[src/rtl/isqrt_pkg.sv]
// Shared constants and types for the inverse-square-root result collector.
package isqrt_pkg;

  localparam int          SIGN_BIT = 31;
  localparam int          EXP_MSB  = 30;
  localparam int          EXP_LSB  = 23;
  localparam logic [7:0]  EXP_ALL1 = 8'hFF;
  localparam int          DATA_W   = 32;
  localparam int          PAIR_W   = 65;

  typedef struct packed {
    logic [DATA_W-1:0] operand;
    logic [DATA_W-1:0] result;
    logic              err;
  } pair_t;

  // A positive normal operand must never yield a negative, Inf/NaN or zero result.
  function automatic logic range_err(input logic [DATA_W-1:0] op,
                                     input logic [DATA_W-1:0] res);
    logic pos_normal;
    logic bad_result;
    pos_normal = !op[SIGN_BIT] && (op[EXP_MSB:EXP_LSB] != 8'h00) &&
                 (op[EXP_MSB:EXP_LSB] != EXP_ALL1);
    bad_result = res[SIGN_BIT] || (res[EXP_MSB:EXP_LSB] == EXP_ALL1) ||
                 (res == '0);
    return pos_normal && bad_result;
  endfunction

endpackage

[src/rtl/sync_fifo.sv]
// Single-clock FIFO with first-word fall-through read; push+pop while full is legal.
module sync_fifo #(
  parameter int WIDTH = 32,
  parameter int DEPTH = 16
) (
  input  logic             clk,
  input  logic             rst,
  input  logic             i_push,
  input  logic             i_pop,
  input  logic [WIDTH-1:0] i_din,
  output logic [WIDTH-1:0] o_dout,
  output logic             o_full,
  output logic             o_empty
);

  localparam int AW = $clog2(DEPTH);

  logic [WIDTH-1:0] r_mem [DEPTH];
  logic [AW:0]      r_wr_ptr;
  logic [AW:0]      r_rd_ptr;
  logic             w_do_pop;
  logic             w_do_push;

  assign o_empty   = (r_wr_ptr == r_rd_ptr);
  assign o_full    = (r_wr_ptr[AW] != r_rd_ptr[AW]) &&
                     (r_wr_ptr[AW-1:0] == r_rd_ptr[AW-1:0]);
  assign w_do_pop  = i_pop && !o_empty;
  // A slot freed by a same-cycle pop may be refilled even when full.
  assign w_do_push = i_push && (!o_full || w_do_pop);
  assign o_dout    = r_mem[r_rd_ptr[AW-1:0]];

  always_ff @(posedge clk) begin
    if (rst) begin
      r_wr_ptr <= '0;
      r_rd_ptr <= '0;
    end else begin
      if (w_do_push) r_wr_ptr <= r_wr_ptr + 1'b1;
      if (w_do_pop)  r_rd_ptr <= r_rd_ptr + 1'b1;
    end
  end

  // NOTE: storage is deliberately not reset; the pointers alone define what is valid.
  always_ff @(posedge clk) begin
    if (w_do_push) r_mem[r_wr_ptr[AW-1:0]] <= i_din;
  end

endmodule

[src/rtl/isqrt_result_collector.sv]
// Pairs inverse-square-root results with their operands and buffers them for a reader.
// Optional operand/result range check enabled by defining ISQRT_RANGE_CHECK_EN.
module isqrt_result_collector
  import isqrt_pkg::*;
#(
  parameter int TAG_DEPTH  = 16,
  parameter int PAIR_DEPTH = 8,
  parameter int CNT_W      = 16
) (
  input  logic              clk,
  input  logic              rst,
  input  logic              ce,
  input  logic [31:0]       DataIn,
  input  logic [31:0]       DataOut,
  input  logic              DataValid,
  output logic              pair_valid,
  input  logic              pair_ready,
  output logic [31:0]       pair_in,
  output logic [31:0]       pair_out,
  output logic              pair_err,
  output logic [CNT_W-1:0]  pair_count,
  output logic              tag_ovf,
  output logic              orphan,
  output logic              pair_drop
);

  logic [31:0]      w_tag_dout;
  logic             w_tag_full;
  logic             w_tag_empty;
  logic             w_capture;
  logic             w_pair_fire;
  logic             w_pair_rd;
  logic             w_pair_wr;
  logic             w_pair_full;
  logic             w_pair_empty;
  logic             w_err;
  pair_t            w_pair_din;
  pair_t            w_head;

  logic [CNT_W-1:0] r_pair_count;
  logic             r_tag_ovf;
  logic             r_orphan;
  logic             r_pair_drop;

  // DataValid only means something while the core is advancing.
  assign w_capture   = ce && DataValid;
  assign w_pair_fire = w_capture && !w_tag_empty;

  sync_fifo #(.WIDTH(32), .DEPTH(TAG_DEPTH)) u_tag_fifo (
    .clk     (clk),
    .rst     (rst),
    .i_push  (ce),
    .i_pop   (w_pair_fire),
    .i_din   (DataIn),
    .o_dout  (w_tag_dout),
    .o_full  (w_tag_full),
    .o_empty (w_tag_empty)
  );

`ifdef ISQRT_RANGE_CHECK_EN
  assign w_err = range_err(w_tag_dout, DataOut);
`else
  assign w_err = 1'b0;
`endif

  assign w_pair_din = '{operand: w_tag_dout, result: DataOut, err: w_err};
  assign w_pair_rd  = pair_valid && pair_ready;
  assign w_pair_wr  = w_pair_fire && (!w_pair_full || w_pair_rd);

  sync_fifo #(.WIDTH(PAIR_W), .DEPTH(PAIR_DEPTH)) u_pair_fifo (
    .clk     (clk),
    .rst     (rst),
    .i_push  (w_pair_wr),
    .i_pop   (w_pair_rd),
    .i_din   (w_pair_din),
    .o_dout  (w_head),
    .o_full  (w_pair_full),
    .o_empty (w_pair_empty)
  );

  // Head fields are masked so an empty FIFO presents zeros rather than stale storage.
  assign pair_valid = !w_pair_empty;
  assign pair_in    = pair_valid ? w_head.operand : '0;
  assign pair_out   = pair_valid ? w_head.result  : '0;
  assign pair_err   = pair_valid && w_head.err;

  always_ff @(posedge clk) begin
    if (rst) begin
      r_pair_count <= '0;
      r_tag_ovf    <= 1'b0;
      r_orphan     <= 1'b0;
      r_pair_drop  <= 1'b0;
    end else begin
      if (w_pair_wr)                              r_pair_count <= r_pair_count + CNT_W'(1);
      if (ce && w_tag_full && !w_pair_fire)       r_tag_ovf    <= 1'b1;
      if (w_capture && w_tag_empty)               r_orphan     <= 1'b1;
      if (w_pair_fire && !w_pair_wr)              r_pair_drop  <= 1'b1;
    end
  end

  assign pair_count = r_pair_count;
  assign tag_ovf    = r_tag_ovf;
  assign orphan     = r_orphan;
  assign pair_drop  = r_pair_drop;

endmodule

[config.mk]
export PLATFORM = sky130hd
export DESIGN_NAME = isqrt_result_collector
export DESIGN_NICKNAME = d
export VERILOG_FILES = /design/src/rtl/isqrt_pkg.sv /design/src/rtl/sync_fifo.sv /design/src/rtl/isqrt_result_collector.sv
export SDC_FILE = /design/constraint.sdc
export NUM_CORES = 1
export LEC_CHECK = 0
export BUFFER_PORTS_ARGS = -buffer_cell sky130_fd_sc_hd__buf_2
export CORE_ASPECT_RATIO = 1.75
export CORE_MARGIN = 8
export CORE_UTILIZATION = 35
export DETAILED_ROUTE_END_ITERATION = 6
export PLACE_DENSITY = 0.5
export SYNTH_ARGS = -nofsm -noshare
export SYNTH_HDL_FRONTEND = slang
export SYNTH_SLANG_ARGS = --single-unit
[constraint.sdc]
create_clock -name clk -period 9.3 [get_ports clk]
set_input_delay 1.395 -clock clk [delete_from_list [all_inputs] [get_ports clk]]
set_output_delay 1.395 -clock clk [all_outputs]
set_load 0.05 [all_outputs]
==> results.yml <==
synth:
  ys_warn_count: 0
  synth_largest_area_cell: "edfxtp_1"
  yosys-top-cells-count: "edfxtp_1, mux4_2, nor2_1, mux2i_1, dfxtp_1"
  ys.flop_type: "edfxtp_1"
  yosysUniqueCellTypes: 49
  synth_fp_nets: 1857
  synth-edff-count: 1024
  synth_area_sq_um: 40800
  seq_area_frac_synth_pct: 77.5
  async_reset_ff_share_pct: 0
  syn_avg_cell_area_sq_um: 22.9
  synth_top_area_share_pct: 75.3
  yosysMostFrequentCell: "edfxtp_1"
  synthCells: 1780
  ys_ff_latch: 1068
  synth_area_leaders: "edfxtp_1, mux4_2, dfxtp_1, mux2i_1, nor2_1"
critical_path:
  cp_num_buf_inv: 3
  cp_common_cell: "buf_4"
  endpoint_kind: "primary output"
  start_kind: "flop"
  critPathSlowestCell: "dfxtp_4"
  crit_required_ns: 7.91
  slowest_delay_ns: 0.90
  critPathArrivalTime_ns: 4.04
  cp_max_fo: 56
  crit_family: "buffers and inverters"
  critPathKind: "flop to primary output"
  cp_cell_sequence: "buf_4 > buf_4 > mux4_2 > mux2i_1 > nor2_1 > buf_2"
global_route:
  grt.overflow.total: 0
  antenna_found_initial: 18
  grt_max_degree: 100
  grtUsageTotal_pct: 14.7
  grt_pass1_vias: 20300
  grt_pass1_wl_mm: 139
clock_network:
  clk_pin_slew_worst_paths_ns: 0.07
  clkSinkCount: 1068
  cts_hold_buf: 0
  cts-resized-gates: 0
  root_buffer: "clkbuf_16"
  cts_tree: "done"
  cts_max_path_buffers: 3
  cts_setup_buffers: 0
  cts_made_buffers: 95
  clock_latency_ns: 0.68
  h-tree-depth: 3
detailed_routing:
  wirelength_mm: 94.4
  vias_per_cell: 5.17
  drc: 0
  first_pass_iters: 5
  vias: 18400
  wl_per_cell_um: 26.5
  ant_nets: 0
  drt-initial-drc-count: 1159
placed_design:
  gp_congestion: 0.705
  place_inst: 3392
  dp_slack_ns: 4.48
  portBuffers: 152
  dp_hpwl_mm: 50.7
  placed_area_sq_um: 43400
timing:
  fin_skew_ns: 0.0283
  fmax_ghz: 0.184
  worstMarginPinSlew_ns: 0.993
  setup-tns-final_ns: 0
  setup_viol: 0
  finalWorstSetupSlack_ns: 3.86
  post-route-min-period_ns: 5.44
  fin_crit_sh_pct: 58.5
  relSlewSlack_pct: 33.8
  rsz0062_at_grt: "false"
  hold_violations: 0
  slew_violations: 0
floorplanning:
  core_area_sq_um: 116000
  io_pins: 154
  initial_utilization_pct: 35.1
  die_y_um: 468
  die_area_sq_um: 128000
  fp.dieW_um: 274
  row_count: 166
finish:
  final_area_sq_um: 46400
  final_cell_count_no_fill: 3564
  nNetsFinal: 2054
  fillers: 10300
  drive_gt1_share_pct: 31.7
  area_growth_pct: 13.6
power:
  power_density_nw_per_um2: 215
  fin_total_pwr_mw: 9.96
  vdd_drop_max_mv: 0.134
  leakage_nw: 14.1
outcome:
  status: "completed"
min_path:
  holdCritPathClass: "flop to flop"
job:
  drv_cap: 0
==> per-layer routing <==
metal | part of all wire, % | GRT usage (%) | up-vias
met5 | 0.10 | 0 | -
met4 | 1.7 | 3.45 | 16
met3 | 4.8 | 3.19 | 129
met2 | 54 | 26.9 | 379
met1 | 40 | 17.6 | 10000
li1 | - | - | 7878
==> where the power goes <==
group / switching [mW] / leakage [nW] / internal, mW
sequential: 0.0359 / 9.59 / 5.35
combinational: 0.498 / 3.07 / 0.278
clock: 1.69 / 1.45 / 2.11
==> placed cells by master (no fill, tap or decap), types with 17 or more instances in the layout <==
| master | instances |
|---|---|
| edfxtp_1 | 1024 |
| mux4_2 | 288 |
| buf_2 | 152 |
| clkbuf_16 | 98 |
| nor2_1 | 87 |
| mux2i_1 | 65 |
| buf_4 | 42 |
| dfxtp_1 | 37 |
| clkbuf_1 | 22 |
| clkinv_1 | 20 |
| a21oi_1 | 20 |
| clkinv_2 | 17 |
==> worst reg2reg max path: cells and delay by family (launching register included) <==
kind	cells	cell delay, ns
buffers and inverters	2	1.60
muxes	2	1.08
DFF	1	0.58
==> through the flow <==
stage | utilization (%) | hold WS [ns]
3_5_place_dp | 37.3 | 0.457
3_3_place_gp | 37.3 | 0.449
2_1_floorplan | - | 0.488
5_1_grt | 39.9 | 0.515
4_1_cts | 39.9 | 0.474
6_report | 39.9 | 0.471
==> final cells by class <==
class	instances	area [sq um]	share of cell area, %
sequential	1068	31700	68.2
multi-input combinational	611	8760	18.9
clock buffer	122	2560	5.53
tap	1512	1890	4.08
timing repair buffer	195	1100	2.36
clock inverter	45	380	0.820
inverter	6	22.5	0.0486
antenna	5	12.5	0.0270
==> registers in the layout, summed over array words and instances, names as in the netlist, named ones only <==
name	flops
u_tag_fifo.r_wr_ptr	5
u_pair_fifo.r_mem	512
u_pair_fifo.r_rd_ptr	4
pair_count	16
tag_ovf	1
pair_drop	1
orphan	1
u_pair_fifo.r_wr_ptr	4
u_tag_fifo.r_mem	512
u_tag_fifo.r_rd_ptr	5
==> cells by family (layout without fill, tap and decap cells) <==
logic type | Yosys count | after routing | share of synthesized area [%]
DFF | 1068 | 1068 | 77.5
muxes | 356 | 356 | 17.6
and+or+nand+nor | 176 | 176 | 2.26
buffers and inverters | 101 | 368 | 1.20
AOI/OAI and AO/OA | 51 | 51 | 0.779
xor gates and xnor gates | 19 | 19 | 0.426
adders and majority gates | 8 | 8 | 0.245
other | 1 | 6 | 0.00919
==> path summary, 6_finish.rpt <==
| path | from | to | slack (ns) | cells after the start |
|---|---|---|---|---|
| worst max-delay path | flop | pair_in[14] | 3.86 | 6 |
| worst min-delay path | tag_ovf | tag_ovf | 0.47 | 2 |
| worst max register to register | flop | u_pair_fifo.r_mem[6][49] | 5.74 | 4 |
| worst min register to register | tag_ovf | tag_ovf | 0.47 | 2 |
(Power assumes the default switching activity.)
